`src/rtl/hunter_pkg.sv`:
```
// Shared definitions for the 16-way stream demultiplexer.
//   DEMUX_PORTS   number of destination ports
//   DEMUX_SEL_W   width of the destination index
//   demux_state_e occupancy of the two-entry skid buffer
//   sel_onehot    index -> one-hot port mask
package hunter_pkg;

  localparam int unsigned DEMUX_PORTS = 16;
  localparam int unsigned DEMUX_SEL_W = 4;

  typedef enum logic [1:0] {
    EMPTY = 2'd0,
    BUSY  = 2'd1,
    FULL  = 2'd2
  } demux_state_e;

  function automatic logic [DEMUX_PORTS-1:0] sel_onehot(input logic [DEMUX_SEL_W-1:0] sel);
    sel_onehot = DEMUX_PORTS'(1) << sel;
  endfunction

endpackage

```
`src/rtl/skid_buf.sv`:
```
// Generic two-entry valid/ready skid buffer.
//   clk, rst     clock, asynchronous active-high reset
//   in_valid     upstream beat offered
//   in_ready     registered; low only while both entries are occupied
//   in_data      upstream payload (W bits)
//   out_ready    downstream handshake completes for the head entry this cycle
//   out_valid_c  next-cycle head-valid (combinational, for registering downstream)
//   out_data_c   next-cycle head payload (combinational, for registering downstream)
module skid_buf #(
  parameter int unsigned W = 36
) (
  input  logic         clk,
  input  logic         rst,
  input  logic         in_valid,
  output logic         in_ready,
  input  logic [W-1:0] in_data,
  input  logic         out_ready,
  output logic         out_valid_c,
  output logic [W-1:0] out_data_c
);
  import hunter_pkg::*;

  demux_state_e state_q, state_d;
  logic [W-1:0] m_q, m_d;
  logic [W-1:0] s_q, s_d;
  logic         in_ready_q, in_ready_d;
  logic         accept_c;
  logic         deliver_c;

  // State and storage registers
  always_ff @(posedge clk or posedge rst) begin
    if (rst) begin
      state_q    <= EMPTY;
      m_q        <= '0;
      s_q        <= '0;
      in_ready_q <= 1'b1;
    end else begin
      state_q    <= state_d;
      m_q        <= m_d;
      s_q        <= s_d;
      in_ready_q <= in_ready_d;
    end
  end

  // Next-state and storage update
  always_comb begin
    state_d   = state_q;
    m_d       = m_q;
    s_d       = s_q;
    accept_c  = in_valid & in_ready_q;
    deliver_c = out_ready & (state_q != EMPTY);
    case (state_q)
      EMPTY: begin
        if (accept_c) begin
          m_d     = in_data;
          state_d = BUSY;
        end
      end
      BUSY: begin
        if (accept_c && deliver_c) begin
          m_d = in_data;
        end else if (accept_c) begin
          s_d     = in_data;
          state_d = FULL;
        end else if (deliver_c) begin
          state_d = EMPTY;
        end
      end
      FULL: begin
        // Input is blocked here because in_ready_q is low
        if (deliver_c) begin
          m_d     = s_q;
          state_d = BUSY;
        end
      end
      default: state_d = EMPTY;
    endcase
  end

  // Outputs derived from the next state so downstream flops line up with M
  always_comb begin
    in_ready_d  = (state_d != FULL);
    out_valid_c = (state_d != EMPTY);
    out_data_c  = m_d;
  end

  assign in_ready = in_ready_q;

endmodule

```
`src/rtl/demux16_4_stream.sv`:
```
// Registered 1-to-16 stream demultiplexer with a two-entry skid buffer.
//   N            payload width (default 32)
//   clk, rst     clock, asynchronous active-high reset
//   in_valid/in_ready/in_sel/in_data   producer handshake; in_ready registered
//   out_valid    one-hot (or zero) pending-port mask, registered
//   out_ready    per-port consumer ready; only the addressed bit matters
//   out_data     shared payload bus, registered
//   beat_count   delivery counter, present only when DEMUX_STATS_EN is defined
module demux16_4_stream
  import hunter_pkg::*;
#(
  parameter int unsigned N = 32
) (
  input  logic                   clk,
  input  logic                   rst,
  input  logic                   in_valid,
  output logic                   in_ready,
  input  logic [DEMUX_SEL_W-1:0] in_sel,
  input  logic [N-1:0]           in_data,
  output logic [DEMUX_PORTS-1:0] out_valid,
  input  logic [DEMUX_PORTS-1:0] out_ready,
  output logic [N-1:0]           out_data
`ifdef DEMUX_STATS_EN
  ,
  output logic [15:0]            beat_count
`endif
);

  localparam int unsigned PW = N + DEMUX_SEL_W;

  logic [PW-1:0]          sb_in_c;
  logic [PW-1:0]          m_next_c;
  logic                   m_valid_next_c;
  logic                   deliver_c;
  logic [DEMUX_PORTS-1:0] out_valid_q, out_valid_d;
  logic [N-1:0]           out_data_q, out_data_d;

  assign sb_in_c = {in_sel, in_data};

  // Only the addressed port's ready can complete the handshake
  assign deliver_c = |(out_valid_q & out_ready);

  skid_buf #(
    .W (PW)
  ) u_skid (
    .clk         (clk),
    .rst         (rst),
    .in_valid    (in_valid),
    .in_ready    (in_ready),
    .in_data     (sb_in_c),
    .out_ready   (deliver_c),
    .out_valid_c (m_valid_next_c),
    .out_data_c  (m_next_c)
  );

  // Decode next head entry into the registered port mask and payload
  always_comb begin
    out_valid_d = '0;
    out_data_d  = m_next_c[N-1:0];
    if (m_valid_next_c) begin
      out_valid_d = sel_onehot(m_next_c[PW-1 -: DEMUX_SEL_W]);
    end
  end

  always_ff @(posedge clk or posedge rst) begin
    if (rst) begin
      out_valid_q <= '0;
      out_data_q  <= '0;
    end else begin
      out_valid_q <= out_valid_d;
      out_data_q  <= out_data_d;
    end
  end

  assign out_valid = out_valid_q;
  assign out_data  = out_data_q;

`ifdef DEMUX_STATS_EN
  logic [15:0] beat_count_q, beat_count_d;

  // Free-running delivery counter, wraps naturally
  always_comb begin
    beat_count_d = beat_count_q;
    if (deliver_c) begin
      beat_count_d = beat_count_q + 16'd1;
    end
  end

  always_ff @(posedge clk or posedge rst) begin
    if (rst) begin
      beat_count_q <= '0;
    end else begin
      beat_count_q <= beat_count_d;
    end
  end

  assign beat_count = beat_count_q;
`endif

endmodule

```
`config.mk`:
```
export PLATFORM = sky130hd
export DESIGN_NAME = demux16_4_stream
export DESIGN_NICKNAME = d
export VERILOG_FILES = /design/src/rtl/hunter_pkg.sv /design/src/rtl/skid_buf.sv /design/src/rtl/demux16_4_stream.sv
export SDC_FILE = /design/constraint.sdc
export NUM_CORES = 1
export LEC_CHECK = 0
export CAP_MARGIN = 0
export CELL_PAD_IN_SITES_DETAIL_PLACEMENT = 0
export CELL_PAD_IN_SITES_GLOBAL_PLACEMENT = 1
export CORE_MARGIN = 2
export CORE_UTILIZATION = 25
export CTS_CLUSTER_DIAMETER = 150
export CTS_CLUSTER_SIZE = 16
export DETAILED_ROUTE_END_ITERATION = 12
export PLACE_DENSITY_LB_ADDON = 0.1
export SYNTH_ARGS = -nofsm -noshare
export SYNTH_HDL_FRONTEND = slang
export SYNTH_SLANG_ARGS = --single-unit
export TNS_END_PERCENT = 50
```
`constraint.sdc`:
```
create_clock -name clk -period 9.3 [get_ports clk]
set_input_delay 2.325 -clock clk [delete_from_list [all_inputs] [get_ports clk]]
set_output_delay 2.325 -clock clk [all_outputs]
set_load 0.05 [all_outputs]
```
==> summary.md, run 1 <==
| Metric | Value |
|---|---|
| Outcome | `complete, no violations` |
| Antenna-violating nets left | `0` |
| Largest net degree at the start of global routing | `77` |
| Max-slew headroom | `0.2781` |
| Clock Power Share | `0.171` |
| Worst Path Required | `approximately 9.5 ns` |
| WL/cell | `17.81 µm` |
| Ys Warns | `0` |
| Worst r2r dst | `out_valid[0]$_DFF_PP0_` |
| CTS Sinks | `91` |
| Vias in the first global route | `roughly 3,800` |
| Post-Layout Inst Area | `5851 µm²` |
| Seq pwr share | `0.309` |
| Vias | `3,567` |
| P_sw | `1.028 mW` |
| Crit path cell chain | `clkdlybuf4s50_1, a22oi_1, nand2_1, or4_1, o21ai_4, o221ai_1, a22o_1, inv_2, nor3_1` |
| RSZ-0062 raised after global routing | `false` |
| Post-synth EDFFs | `0` |
| Fillers | `between 1,500 and 2,000` |
| Logic pwr share | `0.520` |
| Async set-reset flop share out of synthesis | `1.000` |
| Post-Syn Instances | `448` |
| Port bufs | `103` |
| Peak supply drop | `0.1430 mV` |
| Post-synth top area share | `0.4983` |
| Commonest cells post-synth | `dfrtp_1 (90), nand2_1 (88), buf_4 (34)` |
| Most used DFF post-synth | `dfrtp_1` |
| Yosys top cell by area | `dfrtp_1` |
| Total wire length | `13.32 mm` |
| Pwr Density | `~380 nW/µm²` |
| Total negative slack | `0 ns` |
| Register area share after synthesis | `0.5042` |
| Max incr delay on CP | `0.75 ns` |
| Period utilisation layout | `0.5676` |
| R2r startpoint | `out_valid[8]$_DFF_PP0_` |
| Io pins | `104` |
| Post-CTS Setup Bufs | `0` |
| Switching Share | `0.4612` |
| GP Congestion | `around 0.74` |
| Num CTS Buffers | `9` |
| DR vias/cell | `4.769` |
| CTS Root Cell | `clkbuf_16` |
| CP arrival | `5.50 ns` |
| Iter 0 DRT Violations | `249` |
| Clk buf depth | `2` |
| Final setup fails | `0` |
| Critical Path Fanout Max | `25` |
| Critical path buffer and inverter count | `2` |
| Post-CTS Hold Fix Bufs | `0` |
| Max stage delay cell, worst path | `o21ai_4` |
| Unique masters post-synth | `43` |
| Layout Nets | `569` |
| Global-route wire length before repair | `roughly 21 mm` |
| Inserted Diodes | `0` |
| DIE AREA | `19,170 µm²` |
| Most frequent cell after synthesis | `dfrtp_1` |
| Worst R2R Setup Slack | `6.00 ns` |
| CTS tree | `yes` |
| # rows | `49` |
| Worst skew pair latency | `0.35 ns` |
| Drt first pass iters | `4` |
| Area grow syn2layout | `29.46%` |
| Mapped cell area | `4519 µm²` |
| Fmax | `~190 MHz` |
| Multi-input logic area | `about 1900 µm²` |
| Worst Hold Depth | `1` |
| Syn_area_per_cell | `10.09 µm²` |
| Clock transition at the registers of the reported paths | `approximately 0.070 ns` |
| Synth top area cells | `dfrtp_1 (50%), nand2_1 (7.3%), mux2_2 (6.0%)` |
| CP Class | `input pin to flip-flop` |
| Final Slew Violations | `0` |
| Global-route usage over all layers | `0.1431` |
| H-tree level count | `3` |
| Initial antenna violation count | `0` |
| Critical path capture point type | `flip-flop` |
| Post-cts sizing count | `0` |
| Drt drc | `0` |
| Hpwl dp | `8.440 mm` |
| Clk_skew | `0.005206 ns` |
| Final Hold Vio Count | `0` |
| Yosys reg bits | `91` |
| CP top delay family | `compound AO/OA/AOI/OAI gates` |
| Hold/Removal Path Class | `flip-flop to flip-flop` |
| Mapped Nets | `503` |
| Worst Min Path Start | `u_skid.s_q[29]$_DFFE_PP0P_` |
| Min Tclk post-route | `~5.3 ns` |
| Internal cell power | `between 1 and 1.5 mW` |
| Die Wd | `138.5 µm` |
| Maxcap violations | `0` |
| Cell area after placement | `5548 µm²` |
| Hold Path Sink | `u_skid.s_q[29]$_DFFE_PP0P_` |
| Leakage | `2.459 nW` |
| Worst setup startpoint | `out_ready[8]` |
| Die height | `about 140 µm` |
| Layout cells sized above 1 | `0.1349` |
| FF+latch area | `2278 µm²` |
| Startpoint types | `input pin` |
| R2R cell count | `8` |
| Placeable Area | `17,840 µm²` |
| Worst Tran Pin Value | `1.079 ns` |
| Starting density of the core | `0.2533` |
| Grt total ovfl | `0` |
==> how the worst max path moves through the flow <==
stage,to,slack [ns],cells past startpoint
6_report,out_valid[0]$_DFF_PP0_,4.02,9
5_1_grt,out_valid[0]$_DFF_PP0_,3.78,9
4_1_cts,out_valid[0]$_DFF_PP0_,4.02,9
3_5_place_dp,out_valid[0]$_DFF_PP0_,3.65,9
3_3_place_gp,out_valid[0]$_DFF_PP0_,3.73,9
2_1_floorplan,asynchronous set/reset pin,4.61,1
==> final cells by class <==
type,instances,area share
tap,229,0.04897
clock inverter,7,0.01326
inverter,9,0.006202
multi-input combinational,293,0.3184
sequential,91,0.3894
clock buffer,9,0.03849
timing repair buffer,110,0.1852
==> cell families after synthesis <==
| group | after synthesis | share of synthesized area |
|---|---|---|
| AO/OA/AOI/OAI | 88 | 0.1351 |
| buffers and inverters | 64 | 0.08499 |
| flip-flops | 91 | 0.5042 |
| multiplexers | 43 | 0.1063 |
| AND/OR/NAND/NOR | 162 | 0.1694 |
==> stage by stage <==
step / power (mW) / setup WS (ns) / hold slack, ns / utilization / instances
global route: 2.381 / 3.780 / 0.5016 / 0.3279 / 748
global placement: 1.852 / 3.725 / 0.4730 / 0.3110 / 732
finish: 2.228 / 4.021 / 0.4933 / 0.3279 / 748
floorplan: 1.600 / 4.613 / 0.4635 / - / 448
CTS: 2.257 / 4.022 / 0.4981 / 0.3279 / 748
detailed placement: 1.865 / 3.652 / 0.4815 / 0.3110 / 732
==> per-layer routing <==
| layer | vias to the layer above | track usage | wire (µm) |
|---|---|---|---|
| met4 | 0 | 0.04780 | 191 |
| met3 | 14 | 0.02355 | 479 |
| met1 | 1779 | 0.1928 | 6285 |
| met5 | - | 0 | 0 |
| li1 | 1690 | - | - |
| met2 | 84 | 0.2350 | 6363 |
==> power groups by stage <==
stage | sequential, mW | clock, mW | combinational (mW)
floorplan | 0.697 | 0 | 0.902
global placement | 0.690 | 0 | 1.16
finish | 0.688 | 0.382 | 1.16
global route | 0.713 | 0.410 | 1.26
detailed placement | 0.695 | 0 | 1.17
CTS | 0.688 | 0.395 | 1.17
==> placed cells by master (no fill, tap or decap), drive strengths merged, types with 2 or more instances in the layout <==
cell type | netlist | layout
a211oi | 3 | 3
dfrtp | 90 | 90
o32ai | 7 | 7
o211ai | 3 | 3
o21ai | 9 | 9
nand2 | 89 | 89
and3 | 17 | 17
a22oi | 8 | 8
a22o | 2 | 2
clkinvlp | 0 | 4
nor2 | 28 | 28
o22ai | 14 | 14
nor3 | 21 | 21
buf | 43 | 7
a31oi | 16 | 16
a21oi | 19 | 19
inv | 8 | 9
o221ai | 2 | 2
a21o | 2 | 2
mux2 | 40 | 40
mux2i | 3 | 3
clkdlybuf4s50 | 0 | 103
clkbuf | 12 | 9
nand3 | 2 | 2
or4b | 2 | 2
clkinv | 1 | 2
==> worst register-to-register path, stage by stage, from the launching register on <==
cell	delay, ns
dfrtp_1	0.39
a22oi_1	0.19
nand2_1	0.14
or4_1	0.73
o21ai_4	0.75
o221ai_1	0.24
a22o_1	0.39
inv_2	0.24
nor3_1	0.09
Note: power is estimated with default switching activity, not from simulation.
==> run 2, diff against run 1 <==
clock period = 5.2 ns   (was 9.3 ns; I/O delays follow)
==> run 2 against run 1 <==
  * Total power increased by 75%
  * Register-to-register slack got worse by 3.8 ns
  * Non-clock buffer count increased by 3
  * Via count decreased by 1.2%
  * Routed wire length decreased by 2.0%
  * Utilization decreased by 0.17 points
  * Sequential share of layout area increased by 0.20 points
  * Global-route usage decreased by 0.33 points
  * Count of clock-buffer cells in the layout increased by 4
  * Cell count unchanged
  * Die area unchanged
  * Final area decreased by 0.51%
  * Critical endpoint is now out_valid[2]$_DFF_PP0_
  * Largest cell class unchanged
  * Highest routed layer unchanged
==> summary.md, run 2 (same netlist as run 1, synthesis figures left out) <==
| Metric | Value |
|---|---|
| CP Class | `input pin to flip-flop` |
| Post-CTS Setup Bufs | `0` |
| Most frequent cells in the layout | `clkdlybuf4s50_1 (103), dfrtp_1 (90), nand2_1 (87)` |
| RSZ-0062 raised after global routing | `false` |
| Max stage delay cell, worst path | `or4_1` |
| H-tree level count | `3` |
| Drt drc | `0` |
| Io pins | `104` |
| Peak supply drop | `0.2162 mV` |
| Final Hold Vio Count | `0` |
| Outcome | `complete, no violations` |
| DR vias/cell | `4.710` |
| Total negative slack | `0 ns` |
| Leading cell type in the layout, fill and taps excluded | `clkdlybuf4s50_1` |
| Layout cells sized above 1 | `0.1291` |
| Critical Path Fanout Max | `9` |
| Worst skew pair latency | `0.34 ns` |
| Hold/Removal Path Class | `flip-flop to flip-flop` |
| Worst R2R Setup Slack | `2.24 ns` |
| GP Congestion | `0.7610` |
| Starting density of the core | `0.2533` |
| Fmax | `254.4 MHz` |
| Critical path capture point type | `flip-flop` |
| Maxcap violations | `0` |
| Clock transition at the registers of the reported paths | `0.06 ns` |
| Iter 0 DRT Violations | `about 190` |
| Pre-CTS setup slack | `approximately 0.91 ns` |
| Placeable Area | `around 18,000 µm²` |
| Area grow syn2layout | `28.79%` |
| Post-Layout Cell Count | `748` |
| Global-route wire length before repair | `21.02 mm` |
| Pwr Density | `~670 nW/µm²` |
| CTS Sinks | `91` |
| Clk buf depth | `2` |
| Worst Tran Pin Value | `1.004 ns` |
| Die height | `138.5 µm` |
| Cell area after placement | `5570 µm²` |
| Final core utilization | `0.3263` |
| Clk_skew | `0.006414 ns` |
| Cells after DPL | `735` |
| WL/cell | `17.45 µm` |
| Leakage | `2.460 nW` |
| Worst Path Required | `5.45 ns` |
| Post-CTS Hold Fix Bufs | `0` |
| Port bufs | `103` |
| Min Hold Slack | `~0.5 ns` |
| Max incr delay on CP | `~0.75 ns` |
| Startpoint types | `input pin` |
| Final Slew Violations | `0` |
| Post-cts sizing count | `0` |
| # rows | `49` |
| Most Frequent Cell on Critical Path | `nand2_1` |
| Max-slew headroom | `0.3309` |
| Inserted Diodes | `0` |
| Vias | `between 3,000 and 4,000` |
| Antenna-violating nets left | `0` |
| Grt total ovfl | `0` |
| Num CTS Buffers | `9` |
| R2R cell count | `8` |
| Total wire length | `~13 mm` |
| DIE AREA | `around 19,000 µm²` |
| Die Wd | `between 100 and 150 µm` |
| Post-Layout Inst Area | `5821 µm²` |
| Global-route usage over all layers | `0.1398` |
| Crit path cell chain | `clkdlybuf4s50_1, a22oi_1, nand2_1, or4_1, nand2_1, a21o_1, a22o_1, inv_2, nor3_1` |
| Total power | `between 3 and 4 mW` |
| CP arrival | `4.18 ns` |
| Final setup fails | `0` |
| Layout Nets | `572` |
| Drt first pass iters | `4` |
| Vias in the first global route | `between 3,000 and 4,000` |
| CTS Root Cell | `clkbuf_16` |
| CTS tree | `yes` |
| Largest net degree at the start of global routing | `80` |
| Hpwl dp | `8.492 mm` |
| Period utilisation layout | `0.7559` |
| Min Tclk post-route | `3.931 ns` |
| Worst Hold Depth | `1` |
| Initial antenna violation count | `0` |
| Final WS setup | `1.269 ns` |
==> run 2: cell count changes in the layout (fill, tap and decap cells not counted) <==
cell	before	now
buf_4	7	10
bufinv_16	1	0
clkbuf_1	0	3
clkbuf_8	0	1
clkinv_4	1	0
clkinvlp_4	4	0
inv_6	1	0
==> run 2: final timing paths <==
check	from	endpoint
worst min-delay path	u_skid.s_q[17]$_DFFE_PP0P_	u_skid.s_q[17]$_DFFE_PP0P_
worst min register to register	u_skid.s_q[17]$_DFFE_PP0P_	u_skid.s_q[17]$_DFFE_PP0P_
worst max-delay path	out_ready[13]	out_valid[2]$_DFF_PP0_
max in group asynchronous	rst	u_skid.s_q[6]$_DFFE_PP0P_
worst max register to register	out_valid[13]$_DFF_PP0_	out_valid[2]$_DFF_PP0_
min in group asynchronous	rst	asynchronous set/reset pin
==> run 2: cell type report <==
cell class / count / area [µm²]
Tap cell: 229 / 286.5
Sequential cell: 91 / 2278
Inverter: 9 / 36.28
Multi-Input combinational cell: 293 / 1863
Fill cell: 1789 / 12020
Timing Repair Buffer: 113 / 1106
Clock buffer: 13 / 250.2
==> run 2: per-layer routing <==
layer  up-vias  track usage  part of all wire
met5         -            0                 0
met4         0      0.04995             0.013
met3        10      0.02217             0.030
met2        65       0.2275              0.50
met1      1760       0.1892              0.46
li1       1688            -                 -
==> run 2: report_power, final <==
group | internal [mW] | switching (mW) | leakage (nW)
registers | 1.02 | 0.205 | 1.12
logic | 0.765 | 1.32 | 1.22
clock network | 0.330 | 0.262 | 0.122
total | 2.12 | 1.79 | 2.46
==> run 2: critical path, delay by kind of cell <==
kind	cells	cell delay [ns]
AND/OR/NAND/NOR	4	1.53
AO/OA/AOI/OAI	3	0.74
buffers and inverters	2	0.60
